[src/rtl/spi_pkg.sv]
// Shared control-register bit positions and FSM state encoding for the SPI target.
package spi_pkg;

    localparam int unsigned SPCON_SPE   = 6;
    localparam int unsigned SPCON_LSBFE = 5;
    localparam int unsigned SPCON_CPOL  = 3;
    localparam int unsigned SPCON_CPHA  = 2;

    typedef enum logic [1:0] {
        IDLE,
        LOAD,
        XFER
    } spi_s_state_e;

endpackage

[src/rtl/spi_slave_sync.sv]
// Input conditioning for the SPI target: optional 2-flop synchronisers (SPI_SLAVE_SYNC_EN)
// followed by sck leading/trailing edge strobes and an ssn falling-edge strobe.
module spi_slave_sync (
    input  logic clk,
    input  logic rst,
    input  logic cpol,
    input  logic sck,
    input  logic ssn,
    input  logic mosi,
    output logic ssn_c,
    output logic mosi_c,
    output logic lead_c,
    output logic trail_c,
    output logic ssn_fall_c
);

    logic sck_c;
    logic sck_q;
    logic ssn_q;

`ifdef SPI_SLAVE_SYNC_EN
    logic [1:0] sck_ff;
    logic [1:0] ssn_ff;
    logic [1:0] mosi_ff;

    // Idle-level reset values so release from reset never fakes an edge.
    always_ff @(posedge clk) begin
        if (rst) begin
            sck_ff  <= {2{cpol}};
            ssn_ff  <= 2'b11;
            mosi_ff <= 2'b00;
        end else begin
            sck_ff  <= {sck_ff[0], sck};
            ssn_ff  <= {ssn_ff[0], ssn};
            mosi_ff <= {mosi_ff[0], mosi};
        end
    end

    assign sck_c  = sck_ff[1];
    assign ssn_c  = ssn_ff[1];
    assign mosi_c = mosi_ff[1];
`else
    assign sck_c  = sck;
    assign ssn_c  = ssn;
    assign mosi_c = mosi;
`endif

    always_ff @(posedge clk) begin
        if (rst) begin
            sck_q <= cpol;
            ssn_q <= 1'b1;
        end else begin
            sck_q <= sck_c;
            ssn_q <= ssn_c;
        end
    end

    assign lead_c     = (sck_c != sck_q) && (sck_c != cpol);
    assign trail_c    = (sck_c != sck_q) && (sck_c == cpol);
    assign ssn_fall_c = ssn_q && !ssn_c;

endmodule

[src/rtl/spi_slave.sv]
// SPI target end of the spi_master link: oversampled sck/ssn, all four CPOL/CPHA modes,
// MSB/LSB first, back-to-back frames. Define SPI_SLAVE_SYNC_EN to synchronise sck/ssn/mosi.
module spi_slave
    import spi_pkg::*;
#(
    parameter int unsigned DATA_W = 8
) (
    input  logic              clk,
    input  logic              rst,
    input  logic [7:0]        spcon,
    input  logic [DATA_W-1:0] data_s,
    output logic [DATA_W-1:0] data_r_s,
    output logic              data_finish_s,
    input  logic              sck,
    input  logic              ssn,
    input  logic              mosi,
    output logic              miso,
    output logic              miso_oe
);

    localparam int unsigned CNT_W = (DATA_W > 1) ? $clog2(DATA_W) : 1;

    spi_s_state_e state, state_next;

    logic              spe, lsbfe, cpol, cpha;
    logic              ssn_c, mosi_c, lead_c, trail_c, ssn_fall_c;
    logic              load_c, abort_c, sample_c, shift_c, last_c;
    logic [CNT_W-1:0]  bit_cnt;
    logic [DATA_W-1:0] tx_sr;
    logic [DATA_W-1:0] rx_sr;
    logic [DATA_W-1:0] rx_next_c;
    logic              unused_spcon;

    assign spe   = spcon[SPCON_SPE];
    assign lsbfe = spcon[SPCON_LSBFE];
    assign cpol  = spcon[SPCON_CPOL];
    assign cpha  = spcon[SPCON_CPHA];
    assign unused_spcon = ^{spcon[7], spcon[4], spcon[1:0]};

    function automatic logic first_bit(input logic [DATA_W-1:0] x, input logic lsb);
        return lsb ? x[0] : x[DATA_W-1];
    endfunction

    function automatic logic [DATA_W-1:0] drop_bit(input logic [DATA_W-1:0] x, input logic lsb);
        return lsb ? (x >> 1) : (x << 1);
    endfunction

    spi_slave_sync u_sync (
        .clk        (clk),
        .rst        (rst),
        .cpol       (cpol),
        .sck        (sck),
        .ssn        (ssn),
        .mosi       (mosi),
        .ssn_c      (ssn_c),
        .mosi_c     (mosi_c),
        .lead_c     (lead_c),
        .trail_c    (trail_c),
        .ssn_fall_c (ssn_fall_c)
    );

    assign rx_next_c = lsbfe ? {mosi_c, rx_sr[DATA_W-1:1]} : {rx_sr[DATA_W-2:0], mosi_c};
    assign last_c    = (bit_cnt == CNT_W'(DATA_W - 1));

    always_ff @(posedge clk) begin
        if (rst) begin
            state <= IDLE;
        end else begin
            state <= state_next;
        end
    end

    // Next state plus per-cycle strobes; bit_cnt==0 in XFER with CPHA=0 marks the trailing
    // edge right after a frame wrap, whose shift would discard the freshly loaded bit0.
    always_comb begin
        state_next = state;
        load_c     = 1'b0;
        abort_c    = 1'b0;
        sample_c   = 1'b0;
        shift_c    = 1'b0;
        case (state)
            IDLE: begin
                if (spe && ssn_fall_c) begin
                    state_next = LOAD;
                end
            end
            LOAD: begin
                if (!spe || ssn_c) begin
                    abort_c    = 1'b1;
                    state_next = IDLE;
                end else begin
                    load_c     = 1'b1;
                    state_next = XFER;
                end
            end
            XFER: begin
                if (!spe || ssn_c) begin
                    abort_c    = 1'b1;
                    state_next = IDLE;
                end else begin
                    sample_c = cpha ? trail_c : lead_c;
                    shift_c  = cpha ? lead_c : (trail_c && (bit_cnt != '0));
                end
            end
            default: state_next = IDLE;
        endcase
    end

    // tx_sr holds the bits not yet driven onto miso.
    always_ff @(posedge clk) begin
        if (rst) begin
            data_r_s      <= '0;
            data_finish_s <= 1'b0;
            miso          <= 1'b0;
            miso_oe       <= 1'b0;
            bit_cnt       <= '0;
            tx_sr         <= '0;
            rx_sr         <= '0;
        end else begin
            data_finish_s <= 1'b0;
            if (abort_c) begin
                miso    <= 1'b0;
                miso_oe <= 1'b0;
                bit_cnt <= '0;
                rx_sr   <= '0;
            end else if (load_c) begin
                miso_oe <= 1'b1;
                bit_cnt <= '0;
                rx_sr   <= '0;
                tx_sr   <= cpha ? data_s : drop_bit(data_s, lsbfe);
                miso    <= cpha ? 1'b0 : first_bit(data_s, lsbfe);
            end else begin
                if (sample_c) begin
                    rx_sr <= rx_next_c;
                    if (last_c) begin
                        data_r_s      <= rx_next_c;
                        data_finish_s <= 1'b1;
                        bit_cnt       <= '0;
                        if (cpha) begin
                            tx_sr <= data_s;
                        end else begin
                            tx_sr <= drop_bit(data_s, lsbfe);
                            miso  <= first_bit(data_s, lsbfe);
                        end
                    end else begin
                        bit_cnt <= bit_cnt + CNT_W'(1);
                    end
                end
                if (shift_c) begin
                    miso  <= first_bit(tx_sr, lsbfe);
                    tx_sr <= drop_bit(tx_sr, lsbfe);
                end
            end
        end
    end

endmodule

[config.mk]
export PLATFORM = sky130hd
export DESIGN_NAME = spi_slave
export DESIGN_NICKNAME = d
export VERILOG_FILES = /design/src/rtl/spi_pkg.sv /design/src/rtl/spi_slave_sync.sv /design/src/rtl/spi_slave.sv
export SDC_FILE = /design/constraint.sdc
export NUM_CORES = 1
export LEC_CHECK = 0
export ABC_AREA = 1
export CORE_ASPECT_RATIO = 1.75
export CORE_MARGIN = 3
export CORE_UTILIZATION = 53
export DETAILED_ROUTE_END_ITERATION = 8
export PLACE_DENSITY = 0.79
export SLEW_MARGIN = 25
export SYNTH_ARGS = -nofsm -noshare
export SYNTH_HDL_FRONTEND = slang
export SYNTH_SLANG_ARGS = --single-unit
[constraint.sdc]
create_clock -name clk -period 2.1 [get_ports clk]
set_input_delay 0.63 -clock clk [delete_from_list [all_inputs] [get_ports clk]]
set_output_delay 0.63 -clock clk [all_outputs]
set_load 0.005 [all_outputs]
==> run metrics <==
FF-to-FF End=miso; Setup Viol. Count Final=0; Post-Place Cells=379; worst r2r src=bit_cnt[0]; post-detailed-route count of antenna-violating nets=0; RSZ-0062 raised after global routing=false; crit start category=input port; io pins=32; final cell count without fillers=387; cell row count=28; gr busiest metal=met2; Tcrit/Tclk final=0.936; NumNets Final=368; Core Region=0.00347 mm2; CTS hold repair buffers=0; routability cong.=0.871; Starting Density=0.564; top cell type's share of synthesized area=0.348; routed length per instance=11.5 um; largest delay contributor family on the critical path=simple AND/OR/NAND/NOR gates; power consumption=1.94 mW; Critical Path RT=2.29 ns; Synth cell types=27; Clock Skew=0.00456 ns; Num CTS Buffers=5; first-pass GRT wire length=7.78 mm; Setup TNS=0 ns; dpl hpwl=3.39 mm; minimum clock period=1.97 ns; maximum clock path buffer count=2; drt total wl=4.44 mm; Fmax=509 MHz; Worst Reg2Reg Path Length in Cells=10; Worst slew margin=0.814; CTS tree=built; Slew Viols, Final=0; initial DRC count=27; worst slew pin tran=0.279 ns; vias per std cell=5.09; clock slew at reported path FFs=0.07 ns; M1 GR Usage=0.224; Post-Syn Area=0.00196 mm2; Sink Count=34; post-synthesis sequential area ratio=0.348; CTS H-Tree Depth=2; vias in the first global route=1,897; P_leak=1.18 nW; Worst Hold Path EP=rx_sr[7]; area grow syn2layout=31.2%; DIE WIDTH=51.9 um; Final Hold Vio Count=0; critical path data arrival time=2.16 ns; cell count after synthesis=294; dpl ws=-0.219 ns; Synth warnings=0; slowest CP cell=clkdlybuf4s50_1; met3 Use GR=0.0568; worst reg-to-reg setup slack=0.54 ns; CTS root buffer=clkbuf_8; CP max stage delay=0.46 ns; routing usage on met2=0.420; worst min path class=register to register; Worst VDD drop=0.683 mV; Final Util=0.740; share of cells above drive strength 1=0.161; Syn Area/Cell=6.65 um2; CP Capture Type=register; Clock Latency Late Sink=0.29 ns; area leader, netlist=dfxtp_1; Max Cap Violations=0; largest cells by area after synthesis=dfxtp_1, nand2_1, nor2_1, o21ai_0, inv_1; GRT overflow=0; hold_sp=rx_sr[7]; IO buf count=27; die area=0.00448 mm2; DRT Pass-1 Iters=4; hold depth=2; initial antenna violation count=0; crit path cell chain=clkdlybuf4s50_1, inv_1, nand2_1, nand2_2, nand2_4, a21oi_4, nand3_4, nand2_1, nand2_1, nor2_1, nor2_1; Die Ht=86.4 um; PwrDens=758 mW/mm2; CP dominant cell by count=nand2_1; # diodes=0; worst path bufs/invs=2; via count=1,968; #FFs+latches synth=34; Worst Setup Slack, final=0.134 ns; syn_nets=321; critical path class=input port to register; maximum fanout along the worst path=15; outcome=completed; Overall Global Routing Usage=0.231; # DRC=0; largest net degree at the start of global routing=22
layout by cell type (no fill, tap or decap), drive strengths merged:
master         instances
a22oi                  1
o21ai                 34
clkbuf                 5
inv                   41
nor2                  49
a211oi                10
dlymetal6s2s           1
dfxtp                 34
o21a                   1
clkdlybuf4s50         26
a21oi                  8
nand2                 84
nand4                  5
o221ai                 6
nand3                  5
bufinv                 2
clkinv                 1
ha                     6
buf                   23
stage by stage:
stage                     hold slack [ns]  area [um2]
final                               0.474        2560
after global routing                0.498        2560
after CTS                           0.475        2560
after detailed placement            0.462        2420
after global placement              0.451        2420
after floorplan                     0.434        1960
how the worst max path moves through the flow:
stage	slack (ns)	startpoint	end	cells after the start
6_report	0.13	spcon[3]	miso	11
2_1_floorplan	0.43	sck	tx_sr[3]	11
3_3_place_gp	-0.18	sck	tx_sr[0]	11
5_1_grt	0.004	spcon[3]	tx_sr[0]	12
4_1_cts	0.07	sck	tx_sr[0]	12
3_5_place_dp	-0.22	sck	tx_sr[0]	12
logic make-up after synthesis:
logic type / Yosys count / synth area share
compound gates: 60 / 0.190
fa+ha+maj: 6 / 0.0384
flops: 34 / 0.348
buf+inv: 51 / 0.109
simple gates: 143 / 0.315
cell type report:
class / instances / area, um2
Clock buffer: 5 / 68.8
Clock inverter: 3 / 68.8
Fill cell: 286 / 903
Inverter: 41 / 154
Multi-Input combinational cell: 209 / 1070
Sequential cell: 34 / 681
Tap cell: 45 / 56.3
Timing Repair Buffer: 50 / 470
cells in the mapped netlist:
master     n
nand2_1   73
nand2_2   10
o21ai_1    4
o21ai_0   28
a21oi_4    1
o221ai_1   6
nor2_2     1
o21a_1     1
nor2_1    47
nand4_1    5
o21ai_2    2
inv_2      5
inv_1     36
dfxtp_1   34
nor2_4     1
buf_1      1
a211oi_1  10
nand3_4    1
clkbuf_1   2
a22oi_1    1
nand3_1    3
nand3_2    1
a21oi_1    7
nand2_4    1
buf_6      2
buf_2      5
ha_1       6
state kept, by name, indices dropped and copies added, names as in the netlist:
name           flops
data_r_s           8
rx_sr              8
tx_sr              8
bit_cnt            3
state              2
data_finish_s      1
miso               1
miso_oe            1
u_sync.sck_q       1
u_sync.ssn_q       1
layer usage:
metal,wire length (um),vias to the layer above
li1,-,1036
met1,1740,874
met2,2390,40
met3,152,18
met4,156,0
met5,0,-
power breakdown:
| part | switching, mW | total, mW | internal, mW |
|---|---|---|---|
| clock | 0.257 | 0.732 | 0.476 |
| sequential | 0.0359 | 0.737 | 0.701 |
| combinational | 0.267 | 0.474 | 0.207 |
| total | 0.560 | 1.94 | 1.38 |
worst min-delay path, cell delays in order (launching register included):
cell	delay (ns)
dfxtp_1	0.31
nand2_1	0.06
a21oi_1	0.06
repair_timing:
action | CTS | global route
buffers inserted | 0 | 0
resized for setup | 0 | 3
endpoints found under the setup margin | 0 | 12
hold endpoints to repair | 0 | 0
Power figures use the tool's default switching activity.
